### src/rtl/sprite_line_fetch.sv
// Walks one sprite line pixel by pixel and issues one sprite-memory address per pixel tick.
// Pulses count_finished with the last address, then holds off until sprite_on drops.
module sprite_line_fetch #(
  parameter int size_address = 14,
  parameter int len_bits     = 6
) (
  input  logic                    clk,
  input  logic                    reset,
  input  logic                    sprite_on,
  input  logic [31:0]             sprite_datas,
  input  logic                    pixel_tick,
  output logic [size_address-1:0] memory_address,
  output logic                    addr_valid,
  output logic                    count_finished,
  output logic                    busy
);

  typedef enum logic [1:0] {IDLE, LOAD, DRAW, DONE} state_t;

  state_t                  state;
  logic [size_address-1:0] base;
  logic [len_bits-1:0]     last;
  logic [len_bits-1:0]     count;

  // Bits above the length field carry nothing for this stage.
  logic unused_datas;
  assign unused_datas = ^sprite_datas[31:size_address+len_bits];

  // Dropping sprite_on in LOAD/DRAW aborts the line silently; DONE waits for it to drop
  // so the print FSM leaving SPRITE cannot retrigger the same line.
  always_ff @(posedge clk or negedge reset) begin
    if (!reset) begin
      state          <= IDLE;
      base           <= '0;
      last           <= '0;
      count          <= '0;
      memory_address <= '0;
      addr_valid     <= 1'b0;
      count_finished <= 1'b0;
      busy           <= 1'b0;
    end else begin
      addr_valid     <= 1'b0;
      count_finished <= 1'b0;
      case (state)
        IDLE: begin
          count <= '0;
          if (sprite_on) begin
            state <= LOAD;
            busy  <= 1'b1;
          end
        end
        LOAD: begin
          count <= '0;
          if (!sprite_on) begin
            state <= IDLE;
            busy  <= 1'b0;
          end else begin
            base  <= sprite_datas[size_address-1:0];
            last  <= sprite_datas[size_address+len_bits-1:size_address];
            state <= DRAW;
          end
        end
        DRAW: begin
          if (!sprite_on) begin
            state <= IDLE;
            busy  <= 1'b0;
            count <= '0;
          end else if (pixel_tick) begin
            memory_address <= base + size_address'(count);
            addr_valid     <= 1'b1;
            if (count == last) begin
              count_finished <= 1'b1;
              state          <= DONE;
            end else begin
              count <= count + len_bits'(1);
            end
          end
        end
        DONE: begin
          if (!sprite_on) begin
            state <= IDLE;
            busy  <= 1'b0;
            count <= '0;
          end
        end
        default: begin
          state <= IDLE;
          busy  <= 1'b0;
        end
      endcase
    end
  end

endmodule

### config.mk
export PLATFORM = sky130hd
export DESIGN_NAME = sprite_line_fetch
export DESIGN_NICKNAME = d
export VERILOG_FILES = /design/src/rtl/sprite_line_fetch.sv
export SDC_FILE = /design/constraint.sdc
export NUM_CORES = 1
export LEC_CHECK = 0
export CORE_MARGIN = 2
export CORE_UTILIZATION = 44
export CTS_CLUSTER_SIZE = 25
export DETAILED_ROUTE_END_ITERATION = 10
export PLACE_DENSITY = 0.75
export RECOVER_POWER = 100
export SETUP_SLACK_MARGIN = 0.15
export SYNTH_ARGS = -nofsm -noshare
export SYNTH_HDL_FRONTEND = slang
export SYNTH_SLANG_ARGS = --single-unit
### constraint.sdc
create_clock -name clk -period 2.1 [get_ports clk]
set_clock_uncertainty 0.15 [all_clocks]
set_input_delay 0.315 -clock clk [delete_from_list [all_inputs] [get_ports clk]]
set_output_delay 0.315 -clock clk [all_outputs]
set_load 0.01 [all_outputs]
==> results.json <==
{
  "path_max_fanout": 5,
  "avgRoutedWirePerCell_um": 13.43,
  "critPathCaptureType": "register",
  "synth_edf_count": 0,
  "cts.sinks": 45,
  "drc": 0,
  "n_antenna_cell": 0,
  "h-tree-depth": 2,
  "slew_viol_final": 0,
  "synthFlopType": "dfrtp_1",
  "p_per_area_nw_per_um2": 1072,
  "core_area_um2": 4755,
  "path_class": "register to register",
  "vias": 1606,
  "synth_cells": 189,
  "clock_latency_ns": 0.30,
  "cts-buffers-inserted": 5,
  "grt_max_degree": 46,
  "setup_violations": 0,
  "fin_crit_sh_pct": 99.15,
  "vdd_ir_drop_max_uv": 539.7,
  "gr-usage-all-layers_pct": 16.29,
  "finalNetCount": 295,
  "maxCapViolCount": 0,
  "synthTopCellsByArea": "dfrtp_1 (52%), mux2_2 (10%), xor2_1 (6.4%)",
  "synth_top_area_cell": "dfrtp_1",
  "period_needed_ns": 2.082,
  "syn_avg_cell_area_um2": 11.54,
  "ys_ff_latch": 45,
  "clock_tree.root_cell": "clkbuf_8",
  "ff2ff_setup_slack_ns": 0.02,
  "outcome": "finished clean",
  "ys_seq_area_share_pct": 51.64,
  "hold_slack_ns": 0.3254,
  "antenna_found_initial": 0,
  "yosysUniqueCellTypes": 37,
  "cts_buffer_depth": 2,
  "yosys_warnings": 0,
  "drive_above_1_share_pct": 27.78,
  "initial_utilization_pct": 45.87,
  "slowest_stage": "dfrtp_1",
  "max_slew_margin_pct": 26.70,
  "multi_input_area_um2": 1139,
  "netlist_area_um2": 2181,
  "regArea_um2": 1129,
  "antenna_left": 0,
  "io_pins": 53,
  "synth_top_area_share_pct": 51.64,
  "grt_pass1_vias": 1517,
  "tightest_slew_ns": 1.100,
  "crit_chain": "ha_2 -> inv_2 -> fa_2 -> nor2b_4 -> o31a_4 -> o311ai_4 -> xor2_1 -> o21ai_1",
  "async_reset_ff_share_pct": 100.0,
  "crit_arrival_ns": 2.13,
  "hold_class": "register to register",
  "firstDrtPassIters": 4,
  "port_buffers": 40,
  "rows": 25,
  "clkTransAtPathRegs_ns": 0.08,
  "fmax_ghz": 0.4803,
  "layout_setup_ws_ns": 0.01787,
  "worstSetupStartpointType": "register",
  "gr-total-overflow": 0,
  "rsz0062_at_grt": "yes",
  "synth_fp_nets": 233,
  "areaGrowthSynthToFinish_pct": 38.04,
  "hold_violations": 0,
  "die_w_um": 74.40,
  "viasPerCell": 5.034,
  "hpwl_um": 2961,
  "drtIter0Drc": 65,
  "slowest_delay_ns": 0.40,
  "place.gp.congestion": 0.7987,
  "die_h_um": 74.40,
  "fillers": 386,
  "wl_um": 4284,
  "preCtsSetupSlack_ns": 0.02220,
  "grt_first_pass_wirelength_um": 6831,
  "synth.most_common_cell": "dfrtp_1",
  "cts_tree": "done",
  "finalSetupTns_ns": 0,
  "power.leakage_nw": 1.310,
  "crit_required_ns": 2.14,
  "die-area_um2": 5535,
  "synth_common_cells": "dfrtp_1 (45), nand2_1 (22), mux2_2 (20)"
}
[critical path: cells and delay by family (launching register included)]
family / cells / cell delay [ns]
AOI/OAI and AO/OA: 3 / 0.65
adders and majority gates: 2 / 0.41
DFF: 1 / 0.40
xor gates and xnor gates: 1 / 0.25
buffers and inverters: 1 / 0.05
and+or+nand+nor: 1 / 0.05
[state kept, by name, summed over array words and instances (netlist names)]
| name | cells |
|---|---|
| count_finished | 1 |
| count | 6 |
| addr_valid | 1 |
| busy | 1 |
| base | 14 |
| state | 2 |
| last | 6 |
| memory_address | 14 |
[logic make-up (layout without fill, tap and decap cells)]
kind of cell,after synthesis,in the layout,share of synthesized area (%)
AND/OR/NAND/NOR,48,48,10.73
flip-flops,45,45,51.64
AO/OA/AOI/OAI,36,36,11.59
multiplexers,21,21,10.79
XOR/XNOR,20,20,8.032
buffers and inverters,10,73,1.836
adder cells (fa/ha/maj),9,9,5.393
[what timing repair did]
item	CTS	global route
pin swaps	3	7
resized for setup	3	12
hold endpoints to repair	45	0
hold buffers	1	0
setup endpoints to repair	5	10
setup buffers	4	5
[final cells by class]
| class | instances | area share [%] |
|---|---|---|
| Clock buffer | 7 | 3.200 |
| Clock inverter | 1 | 0.1663 |
| Inverter | 6 | 0.7481 |
| Multi-Input combinational cell | 134 | 37.82 |
| Sequential cell | 45 | 37.49 |
| Tap cell | 67 | 2.785 |
| Timing Repair Buffer | 59 | 17.79 |
[metrics by stage]
stage,cell area (um^2),utilization [%],total power [mW],instances
after global routing,3010,63.32,3.438,319
after floorplan,2208,-,2.101,189
final,3010,63.32,3.227,319
after CTS,2920,61.42,3.231,314
after global placement,2750,57.84,2.574,301
after detailed placement,2750,57.84,2.615,301
[cell usage in the layout (no fill, tap or decap), types with 4 or more instances in the layout]
| master | count |
|---|---|
| xor2_1 | 15 |
| clkdlybuf4s50_1 | 20 |
| mux2_2 | 20 |
| o21a_1 | 4 |
| o21ai_1 | 7 |
| nand2_1 | 22 |
| dfrtp_1 | 43 |
| inv_1 | 5 |
| clkbuf_8 | 7 |
| buf_4 | 16 |
| xnor2_1 | 4 |
| nand3_1 | 5 |
| o21ai_0 | 6 |
| nor2_1 | 11 |
| dlygate4sd3_1 | 20 |
[per-layer routing]
| metal | part of all wire [%] | wire (um) | vias up | GRT usage, % |
|---|---|---|---|---|
| met2 | 48 | 2060 | 46 | 25.96 |
| met3 | 4.3 | 185 | 7 | 4.607 |
| met5 | 0 | 0 | - | 0 |
| li1 | - | - | 794 | - |
| met4 | 2.1 | 88 | 0 | 5.556 |
| met1 | 46 | 1950 | 759 | 21.46 |
[where the power goes]
group          switching, mW  internal, mW
clock network          0.288         0.297
registers              0.273          1.21
logic                  0.511         0.652
total                   1.07          2.16
[path summary, 6_finish.rpt]
path                              startpoint                end  cells after the start
max                                  base[0]  memory_address[8]                      8
min                        memory_address[1]  memory_address[1]                      2
max reg2reg                          base[0]  memory_address[8]                      8
min reg2reg                memory_address[1]  memory_address[1]                      2
max in group asynchronous              reset           count[5]                      3
min in group asynchronous              reset  memory_address[9]                      3
Power figures use the tool's default switching activity.
